File: config.mk
export PLATFORM = sky130hd
export DESIGN_NAME = mem_arbiter
export DESIGN_NICKNAME = d
export VERILOG_FILES = /design/src/rtl/mem_pkg.sv /design/src/rtl/rr_arb2.sv /design/src/rtl/mem_arbiter.sv
export SDC_FILE = /design/constraint.sdc
export NUM_CORES = 1
export LEC_CHECK = 0
export CORE_ASPECT_RATIO = 0.75
export CORE_MARGIN = 2
export CORE_UTILIZATION = 25
export DETAILED_ROUTE_END_ITERATION = 7
export RECOVER_POWER = 50
export SLEW_MARGIN = 5
export SYNTH_ARGS = -nofsm -noshare
export SYNTH_HDL_FRONTEND = slang
export SYNTH_SLANG_ARGS = --single-unit
File: constraint.sdc
create_clock -name clk -period 3.2 [get_ports clk]
set_input_delay 0.64 -clock clk [delete_from_list [all_inputs] [get_ports clk]]
set_output_delay 0.64 -clock clk [all_outputs]
set_load 0.01 [all_outputs]
File: src/rtl/mem_pkg.sv
// Shared encodings for the memory/GPIO arbiter: FSM states, bus owner ids and
// the default GPIO address tag.
package mem_pkg;

    typedef enum logic [1:0] {
        ST_IDLE   = 2'b00,
        ST_ACCESS = 2'b01,
        ST_RESP   = 2'b10
    } state_t;

    typedef enum logic {
        OWN_CPU = 1'b0,
        OWN_LDR = 1'b1
    } owner_t;

    localparam logic [3:0] GPIO_TAG_DEFAULT = 4'hF;

endpackage

File: src/rtl/rr_arb2.sv
// Two-way round-robin pick: on a tie the requester that was not granted last wins.
module rr_arb2 (
    input  logic [1:0] req,
    input  logic       last,
    output logic [1:0] gnt
);

    always_comb begin
        gnt = 2'b00;
        if (req[0] && (!req[1] || last)) begin
            gnt[0] = 1'b1;
        end else if (req[1]) begin
            gnt[1] = 1'b1;
        end
    end

endmodule

File: src/rtl/mem_arbiter.sv
// Arbitrates a CPU port and a program-loader port onto one synchronous memory
// plus a memory-mapped GPIO output register; one access every three cycles.
module mem_arbiter
    import mem_pkg::*;
#(
    parameter int unsigned ADDR_W   = 32,
    parameter int unsigned DATA_W   = 32,
    parameter logic [3:0]  GPIO_TAG = GPIO_TAG_DEFAULT
) (
    input  logic              clk,
    input  logic              reset,
    input  logic              cpu_req,
    input  logic              cpu_we,
    input  logic [ADDR_W-1:0] cpu_addr,
    input  logic [DATA_W-1:0] cpu_wdata,
    output logic [DATA_W-1:0] cpu_rdata,
    output logic              cpu_ack,
    output logic              cpu_stall,
    input  logic              ldr_req,
    input  logic              ldr_we,
    input  logic [ADDR_W-1:0] ldr_addr,
    input  logic [DATA_W-1:0] ldr_wdata,
    output logic [DATA_W-1:0] ldr_rdata,
    output logic              ldr_ack,
    input  logic              boot,
    output logic [ADDR_W-1:0] mem_addr,
    output logic [DATA_W-1:0] mem_wdata,
    output logic              mem_we,
    input  logic [DATA_W-1:0] mem_rdata,
    output logic [DATA_W-1:0] gpio_out,
    output logic              busy
);

    state_t              state_q, state_d;
    owner_t              owner_q, owner_d;
    owner_t              last_q, last_d;
    logic [ADDR_W-1:0]   mem_addr_q, mem_addr_d;
    logic [DATA_W-1:0]   mem_wdata_q, mem_wdata_d;
    logic                cap_we_q, cap_we_d;
    logic                mem_we_q, mem_we_d;
    logic [DATA_W-1:0]   gpio_out_q, gpio_out_d;
    logic                cpu_ack_q, cpu_ack_d;
    logic                ldr_ack_q, ldr_ack_d;

    logic [1:0]          req_vec;
    logic [1:0]          gnt;
    logic [ADDR_W-1:0]   sel_addr;
    logic [DATA_W-1:0]   sel_wdata;
    logic                sel_we;
    logic                sel_gpio;
    logic                cap_gpio;
    logic [DATA_W-1:0]   resp_data;

    // CPU is ineligible during boot; loader always is.
    assign req_vec = {ldr_req, cpu_req & ~boot};

    rr_arb2 u_rr_arb2 (
        .req  (req_vec),
        .last (logic'(last_q)),
        .gnt  (gnt)
    );

    assign sel_addr  = gnt[1] ? ldr_addr  : cpu_addr;
    assign sel_wdata = gnt[1] ? ldr_wdata : cpu_wdata;
    assign sel_we    = gnt[1] ? ldr_we    : cpu_we;
    assign sel_gpio  = (sel_addr[ADDR_W-1 -: 4] == GPIO_TAG);
    assign cap_gpio  = (mem_addr_q[ADDR_W-1 -: 4] == GPIO_TAG);

    always_comb begin
        state_d     = state_q;
        owner_d     = owner_q;
        last_d      = last_q;
        mem_addr_d  = mem_addr_q;
        mem_wdata_d = mem_wdata_q;
        cap_we_d    = cap_we_q;
        mem_we_d    = 1'b0;
        gpio_out_d  = gpio_out_q;
        cpu_ack_d   = 1'b0;
        ldr_ack_d   = 1'b0;

        unique case (state_q)
            ST_IDLE: begin
                if (|gnt) begin
                    state_d     = ST_ACCESS;
                    owner_d     = gnt[1] ? OWN_LDR : OWN_CPU;
                    last_d      = owner_d;
                    mem_addr_d  = sel_addr;
                    mem_wdata_d = sel_wdata;
                    cap_we_d    = sel_we;
                    mem_we_d    = sel_we & ~sel_gpio;
                end
            end
            ST_ACCESS: begin
                state_d = ST_RESP;
                if (cap_gpio && cap_we_q) begin
                    gpio_out_d = mem_wdata_q;
                end
                cpu_ack_d = (owner_q == OWN_CPU);
                ldr_ack_d = (owner_q == OWN_LDR);
            end
            ST_RESP: begin
                state_d = ST_IDLE;
            end
            default: begin
                state_d = ST_IDLE;
            end
        endcase
    end

    // Last grant resets to the loader so the CPU wins the first tie.
    always_ff @(posedge clk or negedge reset) begin
        if (!reset) begin
            state_q     <= ST_IDLE;
            owner_q     <= OWN_CPU;
            last_q      <= OWN_LDR;
            mem_addr_q  <= '0;
            mem_wdata_q <= '0;
            cap_we_q    <= 1'b0;
            mem_we_q    <= 1'b0;
            gpio_out_q  <= '0;
            cpu_ack_q   <= 1'b0;
            ldr_ack_q   <= 1'b0;
        end else begin
            state_q     <= state_d;
            owner_q     <= owner_d;
            last_q      <= last_d;
            mem_addr_q  <= mem_addr_d;
            mem_wdata_q <= mem_wdata_d;
            cap_we_q    <= cap_we_d;
            mem_we_q    <= mem_we_d;
            gpio_out_q  <= gpio_out_d;
            cpu_ack_q   <= cpu_ack_d;
            ldr_ack_q   <= ldr_ack_d;
        end
    end

    // Memory read data only arrives in RESP, so read data is steered, not stored.
    assign resp_data = cap_we_q ? '0 : (cap_gpio ? gpio_out_q : mem_rdata);

    assign cpu_rdata = cpu_ack_q ? resp_data : '0;
    assign ldr_rdata = ldr_ack_q ? resp_data : '0;
    assign cpu_ack   = cpu_ack_q;
    assign ldr_ack   = ldr_ack_q;
    assign cpu_stall = cpu_req & ~cpu_ack_q;
    assign mem_addr  = mem_addr_q;
    assign mem_wdata = mem_wdata_q;
    assign mem_we    = mem_we_q;
    assign gpio_out  = gpio_out_q;
    assign busy      = (state_q != ST_IDLE);

endmodule

== Yosys cells after proc, flatten, opt, wreduce, memory -nomap -nowiden ==
Cells that the tools add are included.

* Equal/unequal tests: 4
* Multiplexer cells: 17
* Bitwise operators: 7
* Reductions and logical operators: 9

{| class="wikitable"
|+ Operator list
! cell !! count
|-
| 32-bit two-way mux || 6
|-
| 1-bit two-way mux || 9
|-
| 4-bit equality test (second input constant) || 2
|-
| 1-bit inverter || 4
|-
| 2-bit one-hot mux with 2 select lines || 1
|-
| 2-bit AND reduction || 2
|-
| 1-bit bitwise AND || 3
|-
| 2-bit by 1-bit equality test with 1-bit output (second input constant) || 1
|-
| 1-bit logical AND || 2
|-
| 2-bit logical NOT || 1
|-
| 2-bit two-way mux || 1
|-
| 2-bit != test (second input constant) || 1
|-
| 2-bit nonzero test || 1
|-
| 2-bit OR reduction || 1
|-
| 1-bit logical NOT || 1
|-
| 1-bit logical OR || 1
|}

* Flip-flop bits (word level): 104
* Input port bits: 167

== Logic depth before layout (Yosys ltp) ==
Gate-level depths: netlist of run 1.

* Word-level depth: 10
* Mapped depth: 6

== By module ==
From an unflattened synthesis of run 1, not the netlist that was laid out.

* Cells, all modules: 413
* Area total of the unflattened synthesis: 5492.8 sq um

{| class="wikitable"
|+ By module, submodules not included
! module !! instances !! cells each !! area an instance (sq um)
|-
| mem_arbiter || 1 || 410 || 5474.0
|-
| rr_arb2 || 1 || 3 || 18.8
|}

== Worst setup path before layout of run 1 ==
OpenSTA, ideal clock, no wires.

* Path type: register -> output
* Start: register mem_addr_q[30] (netlist: mem_addr[30])
* End: output cpu_rdata[10]
* Arrival time: 1.201 ns
* Slack: 1.359 ns
* Cell stages (with the launch flop): 5
* Path buffers: 1
* Cells stage by stage: dfrtp_1 -> nand4_2 -> buf_2 -> mux2i_1 -> nor2_1

* Longest elaborated chain between the ends: 4

{| class="wikitable"
|+ RTL lines
! element !! line !! source
|-
| start: declaration || mem_arbiter.sv:37 || <nowiki>logic [ADDR_W-1:0] mem_addr_q, mem_addr_d;</nowiki>
|-
| start signal: assignment || mem_arbiter.sv:127 || <nowiki>mem_addr_q <= mem_addr_d;</nowiki>
|-
| 4-bit equality test || mem_arbiter.sv:67 || <nowiki>assign cap_gpio = (mem_addr_q[ADDR_W-1 -: 4] == GPIO_TAG);</nowiki>
|-
| 32-bit two-way mux (2 in series) || mem_arbiter.sv:138 || <nowiki>assign resp_data = cap_we_q ? '0 : (cap_gpio ? gpio_out_q : mem_rdata);</nowiki>
|-
| 32-bit two-way mux || mem_arbiter.sv:140 || <nowiki>assign cpu_rdata = cpu_ack_q ? resp_data : '0;</nowiki>
|-
| end: declaration || mem_arbiter.sv:16 || <nowiki>output logic [DATA_W-1:0] cpu_rdata,</nowiki>
|}

Every way passes these cells.

== Final worst setup path of run 1 ==
* Start: register mem_addr_q[29] (netlist: mem_addr[29])
* End: output cpu_rdata[4]

Same word-level chain as after synthesis.

==> results.sh, run 1 <==
export IMPL_placed_cells=1166
export IMPL_drv_cap=1
export IMPL_worstPathBufferInverterCount=2
export IMPL_dp_slack_ns=0.5996
export IMPL_worst_pin_slew_ns=1.753
export IMPL_synthCells=586
export IMPL_layout_nets=1044
export IMPL_path_class="flip-flop to output pin"
export IMPL_yosysSeqAreaShare=0.4451
export IMPL_coreArea_um2=23000
export IMPL_power_total_w=0.007691
export IMPL_cts_tree="done"
export IMPL_slew_limit_headroom=-0.1688
export IMPL_post_cts_resized=0
export IMPL_outcome="complete, but fails checks"
export IMPL_fp_dieW_um=180.6
export IMPL_hp_class="flip-flop to flip-flop"
export IMPL_ys_ff_latch=104
export IMPL_grt_antenna_before_repair=0
export IMPL_power_density_nw_per_um2=791.3
export IMPL_slowest_delay_ns=0.49
export IMPL_post_cts_buffers=0
export IMPL_synth_edf_count=0
export IMPL_arrival_ns=2.16
export IMPL_cts_max_level=3
export IMPL_synth_distinct_cells=31
export IMPL_vias_per_cell=5.006
export IMPL_slew_viol_final=29
export IMPL_ios=332
export IMPL_grt_start_max_net_pins=69
export IMPL_drive_gt1_frac=0.1440
export IMPL_async_reset_ff_frac=1.000
export IMPL_crit_path_end_kind="output pin"
export IMPL_areaGrowthSynthToFinish_pct=66.16
export IMPL_syn_num_nets=753
export IMPL_rsz0062_at_grt="no"
export IMPL_ir_worst_vdd_v=0.0003406
export IMPL_synth_area_um2=5849
export IMPL_fin_skew_ns=0.008026
export IMPL_fin_cells=1182
export IMPL_violations="max-capacitance violations, max-slew violations"
export IMPL_crit_family="buffers and inverters"
export IMPL_dieArea_um2=24650
export IMPL_core_rowCount=48
export IMPL_worst_ep_required_time_ns=2.56
export IMPL_drtPass1Iterations=4
export IMPL_setup_tns_ns=0
export IMPL_grt_pass1_vias=5786
export IMPL_numCtsBuffers=9
export IMPL_initial_core_util=0.2543
export IMPL_fmax_mhz=357.4
export IMPL_port_buffers=331
export IMPL_dp_hpwl_um=16630
export IMPL_hold_ws_ns=0.4609
export IMPL_p_leak_nw=4.051
export IMPL_ant_nets=0
export IMPL_synth_top_flop_cell="dfrtp_1"
export IMPL_period_share=0.8743
export IMPL_place_congestion=0.7414
export IMPL_grt_pass1_wl_um=35690
export IMPL_startpoint_type="flip-flop"
export IMPL_routedWlPerCell_um=19.74
export IMPL_clock_sinks=104
export IMPL_routed_wl_um=23330
export IMPL_cts_root_buf="clkbuf_16"
export IMPL_drt_iter0_drc=376
export IMPL_finalSetupViolCount=0
export IMPL_grt_ovfl_total=0
export IMPL_grtUsageTotal=0.1854
export IMPL_hold_buffers=0
export IMPL_yosysWarningCount=0
export IMPL_antenna_cells=0
export IMPL_via_count=5917
export IMPL_drcViolationCount=0
export IMPL_insertion_delay_ns=0.35
export IMPL_cts_buffer_depth=2
export IMPL_path_max_fanout=33
export IMPL_die_y_um=136.5
export IMPL_cts_reportedPaths_clkPinSlew_ns=0.07
export IMPL_fin_ws_ns=0.4022
export IMPL_path_cells="nand4_1 -> buf_12 -> mux2i_1 -> nor2_1 -> clkdlybuf4s50_1"
export IMPL_worst_path_max_delay_cell="clkdlybuf4s50_1"
export IMPL_fin_crit_ns=2.798
export IMPL_final_hold_viol_count=0
export IMPL_postSynthAreaPerCell_um2=9.982
==> final timing paths <==
path	start	to	slack, ns	cells past startpoint
setup / recovery	mem_addr[29]	cpu_rdata[4]	0.40	5
hold / removal	owner_q	cpu_ack	0.46	1
setup reg to reg	mem_addr[31]	gpio_out[24]	0.46	5
hold reg to reg	owner_q	cpu_ack	0.46	1
max in group asynchronous	reset	mem_wdata[21]	0.77	2
min in group asynchronous	reset	mem_addr[6]	0.74	1
==> cell families after synthesis <==
group           synth area share
compound gates            0.2817
buf+inv                  0.05347
flops                     0.4451
mux                       0.1164
simple gates              0.1033
==> where the power goes <==
group	switching [W]	leakage [nW]	internal, W
clock	0.000514	0.133	0.000553
combinational	0.00184	2.69	0.00237
sequential	0.000481	1.23	0.00194
==> synthesized netlist by cell type (all sizes together) (2+ instances only) <==
library cell / number / area share
nor2b: 3 / 0.0032
o221a: 64 / 0.12
nor2: 66 / 0.042
a2bb2oi: 64 / 0.096
clkbuf: 45 / 0.029
inv: 4 / 0.0026
o21ai: 65 / 0.056
buf: 24 / 0.022
mux2: 32 / 0.062
dfrtp: 103 / 0.44
nand4: 4 / 0.0053
mux2i: 32 / 0.055
nand2: 67 / 0.043
a22o: 2 / 0.0030
nor3b: 2 / 0.0034
==> state kept, by name (all words and copies together) (netlist names) <==
register,flops
cap_we_q,1
cpu_ack,1
gpio_out,32
last_q,1
ldr_ack,1
mem_addr,32
mem_wdata,32
mem_we,1
owner_q,1
state_q,2
==> layer usage <==
layer,GRT usage,up-vias,wire length (um)
li1,-,2764,-
met1,0.2545,2927,10610
met2,0.2938,214,10940
met3,0.05465,12,1610
met4,0.02957,0,170
met5,0,-,0
==> layout make-up <==
type | instances | area [um^2]
fill | 2268 | 13280
timing repair buffer | 349 | 3512
multi-input combinational | 409 | 2937
sequential | 104 | 2604
tap | 300 | 375.4
clock buffer | 12 | 246.5
clock inverter | 4 | 30.03
inverter | 4 | 15.01
==> through the flow <==
step	area (um^2)	utilization
after global placement	9479	0.4121
after detailed placement	9479	0.4121
after CTS	9756	0.4241
after floorplan	5849	-
final	9719	0.4225
after global routing	9719	0.4225
==> layout by cell type, fill, tap and decap left out, types with 2 or more instances in the layout <==
cell type,n
inv_1,2
buf_12,6
o221a_2,64
o21ai_0,65
nand2_1,67
buf_4,12
a2bb2oi_1,64
inv_2,2
dlygate4sd3_1,68
nor3b_1,2
clkbuf_16,9
nor2_1,65
mux2i_1,32
dfrtp_1,103
mux2_2,25
clkdlybuf4s50_1,261
a22o_1,2
mux2_1,7
nand4_1,4
nor2b_1,2
clkinv_4,2
clkbuf_1,3
(Power assumes the default switching activity.)
==> run 2: changes to the inputs <==
--- a/config.mk
+++ b/config.mk
@@ -9,6 +9,7 @@
 export CORE_MARGIN = 2
 export CORE_UTILIZATION = 25
 export DETAILED_ROUTE_END_ITERATION = 7
+export PLACE_DENSITY = 0.53
 export RECOVER_POWER = 50
 export SLEW_MARGIN = 5
 export SYNTH_ARGS = -nofsm -noshare
==> run 2 against run 1 <==
  * The flow now finishes without violations
  * Combinational power hardly changed
  * First-iteration DRC count decreased by 29%
  * Die area did not move
  * Non-clock buffer count is 2 lower
  * Critical path depth unchanged
  * Global-route usage decreased by 0.18 points
  * Register-to-register slack improved by 0.29 ns
  * Clock power hardly changed
  * Clock skew up 0.0011 ns
  * Power about the same
  * Hold slack improved by 0.011 ns
  * Clock-buffer cell count is the same
  * Largest power group unchanged
==> results.sh, run 2 (synthesis gave the netlist of run 1 again) <==
export IMPL_outcome="finished, final reports clean"
export IMPL_rsz0062_at_grt="no"
export IMPL_worstPathBufferInverterCount=2
export IMPL_fmax_mhz=334.8
export IMPL_grt_antenna_before_repair=1
export IMPL_cts_root_buf="clkbuf_16"
export IMPL_fillers=2281
export IMPL_cts_buffer_depth=2
export IMPL_setup_worst_path_start="mem_addr[31]"
export IMPL_grt_pass1_vias=5833
export IMPL_ir_worst_vdd_v=0.0003401
export IMPL_cts_reportedPaths_clkPinSlew_ns=0.07
export IMPL_routedWlPerCell_um=19.62
export IMPL_numCtsBuffers=9
export IMPL_routed_wl_um=23180
export IMPL_ant_nets=0
export IMPL_grt_ovfl_total=0
export IMPL_dp_hpwl_um=16330
export IMPL_drive_gt1_frac=0.1466
export IMPL_path_max_fanout=22
export IMPL_worstHoldEndpoint="cpu_ack"
export IMPL_fin_cells=1181
export IMPL_via_count=5908
export IMPL_grt_start_max_net_pins=130
export IMPL_finalSetupViolCount=0
export IMPL_clock_sinks=104
export IMPL_grt_pass1_wl_um=35440
export IMPL_drtPass1Iterations=5
export IMPL_port_buffers=331
export IMPL_worst_pin_slew_ns=1.438
export IMPL_final_hold_viol_count=0
export IMPL_worst_path_max_delay_cell="clkdlybuf4s50_1"
export IMPL_setup_tns_ns=0
export IMPL_grtUsageTotal=0.1836
export IMPL_coreArea_um2=23000
export IMPL_p_leak_nw=4.061
export IMPL_fin_crit_ns=2.987
export IMPL_dieArea_um2=24650
export IMPL_hp_class="flip-flop to flip-flop"
export IMPL_path_cells="nand4_4 -> buf_12 -> mux2i_1 -> nor2_1 -> clkdlybuf4s50_1"
export IMPL_fin_skew_ns=0.009109
export IMPL_rrSetupSlack_ns=0.75
export IMPL_layout_nets=1042
export IMPL_slowest_delay_ns=0.56
export IMPL_power_total_w=0.007696
export IMPL_hold_buffers=0
export IMPL_arrival_ns=2.35
export IMPL_regArea_um2=2604
export IMPL_path_class="flip-flop to output pin"
export IMPL_placed_cells=1164
export IMPL_layout_common_cells="251 x clkdlybuf4s50_1, 103 x dfrtp_1, 78 x dlygate4sd3_1"
export IMPL_hp_start="owner_q"
export IMPL_worst_ep_required_time_ns=2.56
export IMPL_fp_dieW_um=180.6
export IMPL_reg2reg_depth=5
export IMPL_place_congestion=0.7773
export IMPL_power_density_nw_per_um2=790.3
export IMPL_cts_max_level=3
export IMPL_post_cts_resized=0
export IMPL_slew_viol_final=0
export IMPL_r2r_end="gpio_out[8]"
export IMPL_startpoint_type="flip-flop"
export IMPL_drcViolationCount=0
export IMPL_core_rowCount=48
export IMPL_period_share=0.9333
export IMPL_areaGrowthSynthToFinish_pct=66.48
export IMPL_drt_iter0_drc=268
export IMPL_vias_per_cell=5.003
export IMPL_initial_core_util=0.2543
export IMPL_r2r_start="mem_addr[31]"
export IMPL_die_y_um=136.5
export IMPL_ios=332
export IMPL_insertion_delay_ns=0.35
export IMPL_final_common_cell="clkdlybuf4s50_1"
export IMPL_slew_limit_headroom=0.04103
export IMPL_drv_cap=0
export IMPL_cts_tree="done"
export IMPL_worstHoldPathCells=1
export IMPL_crit_path_end_kind="output pin"
export IMPL_post_cts_buffers=0
export IMPL_multi_input_area_um2=2967
export IMPL_crit_family="buffers and inverters"
export IMPL_hold_ws_ns=0.4718
-- run 2: changes by cell type in the layout (fill, tap and decap cells not counted), sizes merged --
cell and change:
dlygate4sd3 +10, buf -1, clkbuf -1, clkdlybuf4s50 -10, diode +1
-- run 2: area by class of cell --
class	count	share of cell area
antenna	1	0.0002570
clock buffer	12	0.02531
clock inverter	4	0.003084
inverter	4	0.001542
multi-input combinational	409	0.3046
sequential	104	0.2674
tap	300	0.03855
timing repair buffer	347	0.3592
-- run 2: report_power, final --
part,internal [W],switching [W],total (W)
clock,0.000553,0.000509,0.00106
combinational,0.00237,0.00185,0.00422
sequential,0.00194,0.000477,0.00242
-- run 2: layer usage --
layer	global-route usage	wire, um	vias up
met5	0	0	-
met4	0.03495	228	0
met1	0.2454	10420	2892
met3	0.04849	1519	13
li1	-	-	2779
met2	0.3012	11010	224
-- run 2: worst register-to-register path, cell delays in order (launching register included) --
cell	delay, ns
dfrtp_1	0.43
nand4_4	0.35
buf_12	0.31
nor3b_4	0.54
buf_4	0.34
mux2_2	0.36
-- run 2: worst max path at each step --
stage / to / slack, ns / depth (start not counted)
3_5_place_dp: cpu_stall / 0.56 / 3
4_1_cts: cpu_rdata[12] / 0.17 / 5
6_report: cpu_rdata[12] / 0.21 / 5
5_1_grt: mem_wdata[6] / 0.09 / 2
2_1_floorplan: cpu_rdata[10] / 1.36 / 4
3_3_place_gp: cpu_stall / 0.48 / 3
-- run 2: per-stage QoR --
step	utilization	setup WS [ns]	area [um^2]
global placement	0.4120	0.4824	9477
floorplan	-	1.359	5849
finish	0.4234	0.2134	9738
CTS	0.4240	0.1730	9753
global route	0.4234	0.09114	9738
detailed placement	0.4120	0.5603	9477
==> run 3: changes to the inputs <==
--- a/config.mk
+++ b/config.mk
@@ -5,6 +5,7 @@
 export SDC_FILE = /design/constraint.sdc
 export NUM_CORES = 1
 export LEC_CHECK = 0
+export CAP_MARGIN = 25
 export CORE_ASPECT_RATIO = 0.75
 export CORE_MARGIN = 2
 export CORE_UTILIZATION = 25
==> results of run 3 <==
The final DEF is identical to that of run 2; final timing and power are the same.
